[src/rtl/vga_timing_pkg.sv]
// Shared 640x480@60 timing constants and the per-axis phase type used by
// the VGA sync generator and its axis counters.
package vga_timing_pkg;

    // Default 640x480@60 geometry (pixels / lines).
    localparam int H_ACTIVE_DEF = 640;
    localparam int H_FP_DEF     = 16;
    localparam int H_SYNC_DEF   = 96;
    localparam int H_BP_DEF     = 48;
    localparam int V_ACTIVE_DEF = 480;
    localparam int V_FP_DEF     = 10;
    localparam int V_SYNC_DEF   = 2;
    localparam int V_BP_DEF     = 33;

    // Derived totals: 800 pixels per line, 525 lines per frame.
    localparam int H_TOTAL = H_ACTIVE_DEF + H_FP_DEF + H_SYNC_DEF + H_BP_DEF;
    localparam int V_TOTAL = V_ACTIVE_DEF + V_FP_DEF + V_SYNC_DEF + V_BP_DEF;

    // Sync windows, start inclusive / end exclusive.
    localparam int H_SYNC_START = H_ACTIVE_DEF + H_FP_DEF;
    localparam int H_SYNC_END   = H_SYNC_START + H_SYNC_DEF;
    localparam int V_SYNC_START = V_ACTIVE_DEF + V_FP_DEF;
    localparam int V_SYNC_END   = V_SYNC_START + V_SYNC_DEF;

    // Width of the x/y counters; 10 bits covers both 800 and 525.
    localparam int COUNT_W = 10;

    // Phase of one raster axis.
    typedef enum logic [1:0] {
        PH_ACTIVE = 2'd0,
        PH_FRONT  = 2'd1,
        PH_SYNC   = 2'd2,
        PH_BACK   = 2'd3
    } axis_phase_t;

    // Map "sync window active" to the pin level for the chosen polarity.
    function automatic logic sync_level(input logic asserted, input bit pol);
        return asserted ? logic'(pol) : logic'(~pol);
    endfunction

endpackage

[src/rtl/vga_axis_counter.sv]
// One raster axis: a wrapping position counter plus a four-phase
// ACTIVE -> FRONT -> SYNC -> BACK state machine that tracks which region
// the counter will occupy after the current edge.
module vga_axis_counter
    import vga_timing_pkg::*;
#(
    parameter int ACTIVE_LEN = H_ACTIVE_DEF,
    parameter int FRONT_LEN  = H_FP_DEF,
    parameter int SYNC_LEN   = H_SYNC_DEF,
    parameter int BACK_LEN   = H_BP_DEF
) (
    input  logic               clk,
    input  logic               rst,
    input  logic               adv,
    output logic [COUNT_W-1:0] count,
    output axis_phase_t        phase,
    output logic               wrap
);

    // Last count of each phase; the phase changes when leaving these values.
    localparam logic [COUNT_W-1:0] ACTIVE_LAST = COUNT_W'(ACTIVE_LEN - 1);
    localparam logic [COUNT_W-1:0] FRONT_LAST  = COUNT_W'(ACTIVE_LEN + FRONT_LEN - 1);
    localparam logic [COUNT_W-1:0] SYNC_LAST   = COUNT_W'(ACTIVE_LEN + FRONT_LEN + SYNC_LEN - 1);
    localparam logic [COUNT_W-1:0] TOTAL_LAST  = COUNT_W'(ACTIVE_LEN + FRONT_LEN + SYNC_LEN + BACK_LEN - 1);

    logic [COUNT_W-1:0] count_reg;
    axis_phase_t        phase_reg;
    axis_phase_t        phase_next;

    // Wrap fires on the advancing edge that takes the counter back to 0.
    assign wrap  = adv && (count_reg == TOTAL_LAST);
    assign count = count_reg;

    // The phase port is the phase being loaded on this edge, so the parent
    // can register decoded outputs in lockstep with the counter itself.
    assign phase = phase_next;

    // Phase transitions happen only when advancing out of a phase's last count.
    always_comb begin
        phase_next = phase_reg;
        if (adv) begin
            case (phase_reg)
                PH_ACTIVE: if (count_reg == ACTIVE_LAST) phase_next = PH_FRONT;
                PH_FRONT:  if (count_reg == FRONT_LAST)  phase_next = PH_SYNC;
                PH_SYNC:   if (count_reg == SYNC_LAST)   phase_next = PH_BACK;
                PH_BACK:   if (count_reg == TOTAL_LAST)  phase_next = PH_ACTIVE;
                default:                                 phase_next = PH_ACTIVE;
            endcase
        end
    end

    // Counter and phase state; reset returns to the start of the active region.
    always_ff @(posedge clk) begin
        if (rst) begin
            count_reg <= '0;
            phase_reg <= PH_ACTIVE;
        end else begin
            phase_reg <= phase_next;
            if (adv) begin
                count_reg <= wrap ? '0 : count_reg + 1'b1;
            end
        end
    end

endmodule

[src/rtl/vga_sync_gen.sv]
// VGA raster timing generator: two chained axis counters advanced by the
// pixel-rate qualifier, with sync, active-video and line/frame strobes
// registered alongside the counters so every output refers to the same
// pixel position.
module vga_sync_gen
    import vga_timing_pkg::*;
#(
    parameter int H_ACTIVE = H_ACTIVE_DEF,
    parameter int H_FP     = H_FP_DEF,
    parameter int H_SYNC   = H_SYNC_DEF,
    parameter int H_BP     = H_BP_DEF,
    parameter int V_ACTIVE = V_ACTIVE_DEF,
    parameter int V_FP     = V_FP_DEF,
    parameter int V_SYNC   = V_SYNC_DEF,
    parameter int V_BP     = V_BP_DEF,
    parameter bit SYNC_POL = 1'b0
) (
    input  logic               clk,
    input  logic               rst,
    input  logic               pix_en,
    output logic               hsync,
    output logic               vsync,
    output logic               active,
    output logic [COUNT_W-1:0] x,
    output logic [COUNT_W-1:0] y,
    output logic               line_start,
    output logic               frame_start
);

    axis_phase_t h_phase;
    axis_phase_t v_phase;
    logic        h_wrap;
    logic        v_wrap;
    logic        v_adv;

    logic hsync_reg;
    logic vsync_reg;
    logic active_reg;
    logic line_start_reg;
    logic frame_start_reg;

    // The vertical axis steps on the same edge the horizontal one wraps.
    assign v_adv = pix_en && h_wrap;

    vga_axis_counter #(
        .ACTIVE_LEN (H_ACTIVE),
        .FRONT_LEN  (H_FP),
        .SYNC_LEN   (H_SYNC),
        .BACK_LEN   (H_BP)
    ) u_h_counter (
        .clk   (clk),
        .rst   (rst),
        .adv   (pix_en),
        .count (x),
        .phase (h_phase),
        .wrap  (h_wrap)
    );

    vga_axis_counter #(
        .ACTIVE_LEN (V_ACTIVE),
        .FRONT_LEN  (V_FP),
        .SYNC_LEN   (V_SYNC),
        .BACK_LEN   (V_BP)
    ) u_v_counter (
        .clk   (clk),
        .rst   (rst),
        .adv   (v_adv),
        .count (y),
        .phase (v_phase),
        .wrap  (v_wrap)
    );

    // Decode the phases being loaded this edge so outputs match the new x/y;
    // strobes are the wrap events of this edge, so they last one clk.
    always_ff @(posedge clk) begin
        if (rst) begin
            hsync_reg       <= ~SYNC_POL;
            vsync_reg       <= ~SYNC_POL;
            active_reg      <= 1'b1;
            line_start_reg  <= 1'b0;
            frame_start_reg <= 1'b0;
        end else begin
            hsync_reg       <= sync_level(h_phase == PH_SYNC, SYNC_POL);
            vsync_reg       <= sync_level(v_phase == PH_SYNC, SYNC_POL);
            active_reg      <= (h_phase == PH_ACTIVE) && (v_phase == PH_ACTIVE);
            line_start_reg  <= h_wrap;
            frame_start_reg <= v_wrap;
        end
    end

    assign hsync       = hsync_reg;
    assign vsync       = vsync_reg;
    assign active      = active_reg;
    assign line_start  = line_start_reg;
    assign frame_start = frame_start_reg;

endmodule

[config.mk]
export PLATFORM = sky130hd
export DESIGN_NAME = vga_sync_gen
export DESIGN_NICKNAME = d
export VERILOG_FILES = /design/src/rtl/vga_timing_pkg.sv /design/src/rtl/vga_axis_counter.sv /design/src/rtl/vga_sync_gen.sv
export SDC_FILE = /design/constraint.sdc
export NUM_CORES = 1
export LEC_CHECK = 0
export ABC_CLOCK_PERIOD_IN_PS = 2450
export BUFFER_PORTS_ARGS = -buffer_cell sky130_fd_sc_hd__buf_4
export CAP_MARGIN = 20
export CORE_ASPECT_RATIO = 1.25
export CORE_UTILIZATION = 50
export DETAILED_ROUTE_END_ITERATION = 16
export PLACE_DENSITY = 0.75
export SLEW_MARGIN = 20
export SYNTH_ARGS = -nofsm -noshare
export SYNTH_HDL_FRONTEND = slang
export SYNTH_SLANG_ARGS = --single-unit
[constraint.sdc]
create_clock -name clk -period 2.45 [get_ports clk]
set_input_delay 0.3675 -clock clk [delete_from_list [all_inputs] [get_ports clk]]
set_output_delay 0.3675 -clock clk [all_outputs]
set_load 0.02 [all_outputs]
Word level (Yosys, flattened, before mapping)
Cells that the tools add are included.
- output and inout port bits: 25
- register bits: 29
- input port bits: 3
- logic and storage cells: 51
- add/subtract/negate cells: 2
- reductions and logical operators: 8
- eq/ne operators: 16
- mux-type cells: 16
- operators with widths (kind ; number):
    equality test 10 bit (second input constant) ; 5
    equality test 10 x 9 -> 1 bit (second input constant) ; 3
    adder 10 x 1 -> 10 bit (second input constant) ; 2
    2-to-1 mux 10 bit ; 2
    2-to-1 mux 2 bit ; 10
    case mux 2 bit (4 select lines) ; 2
    equality test 2 bit (second input constant) ; 6
    zero test 2 bit ; 4
    equality test 2 x 1 -> 1 bit (second input constant) ; 2
    logical AND 1 bit ; 4
    2-to-1 mux 1 bit ; 2

Longest topological paths before layout
- word-level depth: 6
- depth in mapped cells: 8
- mapped depth without buffers: 7

Modules after synthesis
From an unflattened synthesis, not the netlist that was laid out.
- cells, all modules: 154
- area, all modules: 1427.6 µm²
- by module, submodules not included (module ; cells an instance ; times used ; sequential area each (µm²) ; area an instance (µm²)):
    vga_axis_counter (u_v_counter) ; 71 ; 1 ; 240.2 ; 650.6
    vga_axis_counter (u_h_counter) ; 71 ; 1 ; 240.2 ; 623.1
    vga_sync_gen ; 12 ; 1 ; 100.1 ; 153.9

Least setup slack after synthesis
Ideal clock, no wire load.
- path kind: register to register
- start: register u_h_counter.count_reg[0], in the netlist u_h_counter.count[0]
- end: register vsync_reg, in the netlist vsync
- path buffers: 0
- required time: 2.323 ns
- period minus slack after synthesis: 2.294 ns
- arrival time: 2.167 ns
- library setup time: 0.127 ns
- setup slack: 0.156 ns
- stages on the path, launching flop included: 7
- path through: dfxtp_1 ha_1 and4_4 nand4_4 or4_4 a31oi_4 or3b_1
- cells in the longest elaborated chain, start to end: 6
- ends and longest elaborated chain (item ; RTL line ; text):
    from (decl) ; vga_axis_counter.sv:26 ; logic [COUNT_W-1:0] count_reg;
    from (signal assigned) ; vga_axis_counter.sv:60 ; count_reg <= wrap ? '0 : count_reg + 1'b1;
    equality test 10 bit ; vga_axis_counter.sv:31 ; assign wrap = adv && (count_reg == TOTAL_LAST);
    logical AND 1 bit ; vga_axis_counter.sv:31 ;
    logical AND 1 bit ; vga_sync_gen.sv:43 ; assign v_adv = pix_en && h_wrap;
    2-to-1 mux 2 bit ; vga_axis_counter.sv:41 ; if (adv) begin
    equality test 2 bit ; vga_sync_gen.sv:84 ; vsync_reg <= sync_level(v_phase == PH_SYNC, SYNC_POL);
    2-to-1 mux 1 bit ; vga_timing_pkg.sv:38 ; return asserted ? logic'(pol) : logic'(~pol);
    to (signal assigned) ; vga_sync_gen.sv:78 ; vsync_reg <= ~SYNC_POL;
    to (signal assigned) ; vga_sync_gen.sv:84 ;
    to (decl) ; vga_sync_gen.sv:37 ; logic vsync_reg;
No other way between the ends.
A chain may end at the register's enable or synchronous reset.

Worst setup path after layout
Ends and elaborated chain as after synthesis.

==> results.cfg <==
[status]
status = complete, no violations

[detailed_routing]
wirelength_um = 2872
drc = 0
drt_pass1_iterations = 4
ant_nets = 0
via_count = 1208
dr.first_iter.drc_count = 12
viasPerCell = 5.466
avgRoutedWirePerCell_um = 13.00

[global_routing]
grt_pass1_vias = 1100
grt_max_degree = 14
track_usage_pct = 20.05
globalRouteOverflowTotal = 0
grt_antenna_before_repair = 0
grt_pass1_wl_um = 4726

[yosys]
ys_seq_area_share_pct = 39.97
avgSynthCellArea_um2 = 9.312
synth-main-ff-cell = dfxtp_1
synth_cell_type_count = 42
synth_seq_cells = 29
synth-edff-count = 0
syn-num-nets = 163
synth_warnings = 0
netlist_instances = 156
synth_area_um2 = 1453
async_reset_ff_share_pct = 0

[power_and_ir_drop]
irDropWorstVdd_mv = 0.3672
swShare_pct = 23.77
p_seq_share_pct = 61.3
power.internal_mw = 0.5958
combPwrFrac_pct = 3.9
p_switching_mw = 0.1858
clkPwrFrac_pct = 34.9
p_per_area_nw_per_um2 = 457.0
total_leakage_power_nw = 0.6692

[timing]
max-slew-margin-rel_pct = 76.26
setup_viol = 0
period_share_pct = 89.08
worst_slew_pin_slew_ns = 0.3528
hold_violations = 0
rsz0062_at_grt = false
final.min_clock_period_ns = 2.182
fmax_mhz = 458.2
fin_setup_tns_ns = 0
maxSlewViolCount = 0
clock_skew_ns = 0.005813

[cts]
tritoncts = built
cts_resized = 0
post_cts_buffers = 0
cts_inserted_buffers = 5
htreeDepth = 2
cts-hold-fix-buffers = 0
clk_path_buf_depth = 2
clockRootBuffer = clkbuf_4
clk_pin_slew_ns = 0.09
worstSkewPairLatency_ns = 0.33
clock_sinks = 29

[finish]
drive_gt1_share_pct = 26.74
layout_common_cells = nor2_1, dfxtp_1, buf_4
regArea_um2 = 580.6
stdcell_count = 221
multi_input_area_um2 = 803.3
syn_to_final_growth_pct = 17.74
fill_cells = 241
fin_nets = 193
antenna_cells = 0

[floorplan]
die_area_um2 = 3126
row_count = 21
fp.dieW_um = 50.21
die_h_um = 62.27
ios = 28
start_util_pct = 53.68
design.core.area_um2 = 2706

[setup_path]
critPathMaxFanout = 4
crit_required_ns = 2.67
critPathKind = reg -> reg
crit_start = u_h_counter.count[0]
timing.rr.start = u_h_counter.count[0]
worstPathArrival_ns = 2.40
cp-end-kind = flip-flop
cp-start-kind = flip-flop

[placed_design]
gp_congestion = 0.8415
port-buffer-count = 27
dp_hpwl_um = 2150
dp.cells = 213

[min_path]
hold_start = rst
min_path_type = in -> reg

[run]
drv_cap = 0
-- critical path, cell delays in order (launching register included) --
cell	delay [ns]
dfxtp_1	0.40
ha_1	0.22
and4_4	0.26
nand4_4	0.10
or4_4	0.55
a31oi_4	0.19
or3b_1	0.35
-- power by group through the flow --
stage,combinational [mW],sequential [mW],clock (mW)
6_report,0.0302,0.479,0.273
5_1_grt,0.0336,0.480,0.306
4_1_cts,0.0308,0.479,0.286
3_5_place_dp,0.0307,0.490,0
3_3_place_gp,0.0295,0.489,0
2_1_floorplan,0.0139,0.493,0
-- through the flow --
stage	hold WS (ns)	area, µm²	utilization, %	total power, mW	worst slack (ns)
after global routing	0.2982	1710	63.20	0.8188	0.2034
final	0.2943	1710	63.20	0.7816	0.2676
after CTS	0.2766	1710	63.20	0.7959	0.2508
after detailed placement	0.5589	1659	61.30	0.5206	0.2668
after global placement	0.5290	1659	61.30	0.5185	0.3262
after floorplan	0.4718	1453	-	0.5074	0.1559
-- layout make-up --
type,instances,share of cell area [%]
multi-input cells,117,46.96
flip-flops and latches,29,33.94
repair buffers,29,12.73
well taps,34,2.487
clock buffers,6,2.414
inverters,4,0.8778
clock inverters,2,0.5852
-- layer usage --
layer	share of wire, %	track usage, %	wire [µm]	vias to the layer above
met5	0	0	0	-
met4	2.5	11.07	73	0
met3	5.2	7.108	150	8
met2	51	33.50	1468	31
met1	41	21.28	1180	562
li1	-	-	-	607
-- cell usage after synthesis, types with 3 or more instances --
cell,number,area share [%]
dfxtp_1,29,40
nor2_1,29,7.5
nand2_1,13,3.4
xor2_1,9,5.4
nand4_1,8,3.4
xnor2_1,8,4.8
nor4_1,5,2.2
ha_1,4,3.4
inv_1,4,1.0
nand3_1,4,1.4
clkbuf_1,3,0.78
nand4b_1,3,1.8
-- cell families after synthesis --
kind of cell | after synthesis | synth area share, %
DFF | 29 | 39.97
adders and majority gates | 4 | 3.445
muxes | 1 | 0.6891
buffers and inverters | 10 | 4.737
AOI/OAI and AO/OA | 10 | 6.633
and+or+nand+nor | 85 | 34.28
xor gates and xnor gates | 17 | 10.25
-- final timing paths --
kind                                        endpoint  slack (ns)  cells after the start
worst max register to register                 vsync        0.27                      6
worst min register to register  u_h_counter.count[0]        0.57                      2
worst min-delay path                     frame_start        0.29                      2
worst max-delay path                           vsync        0.27                      6
(Power assumes the default switching activity.)
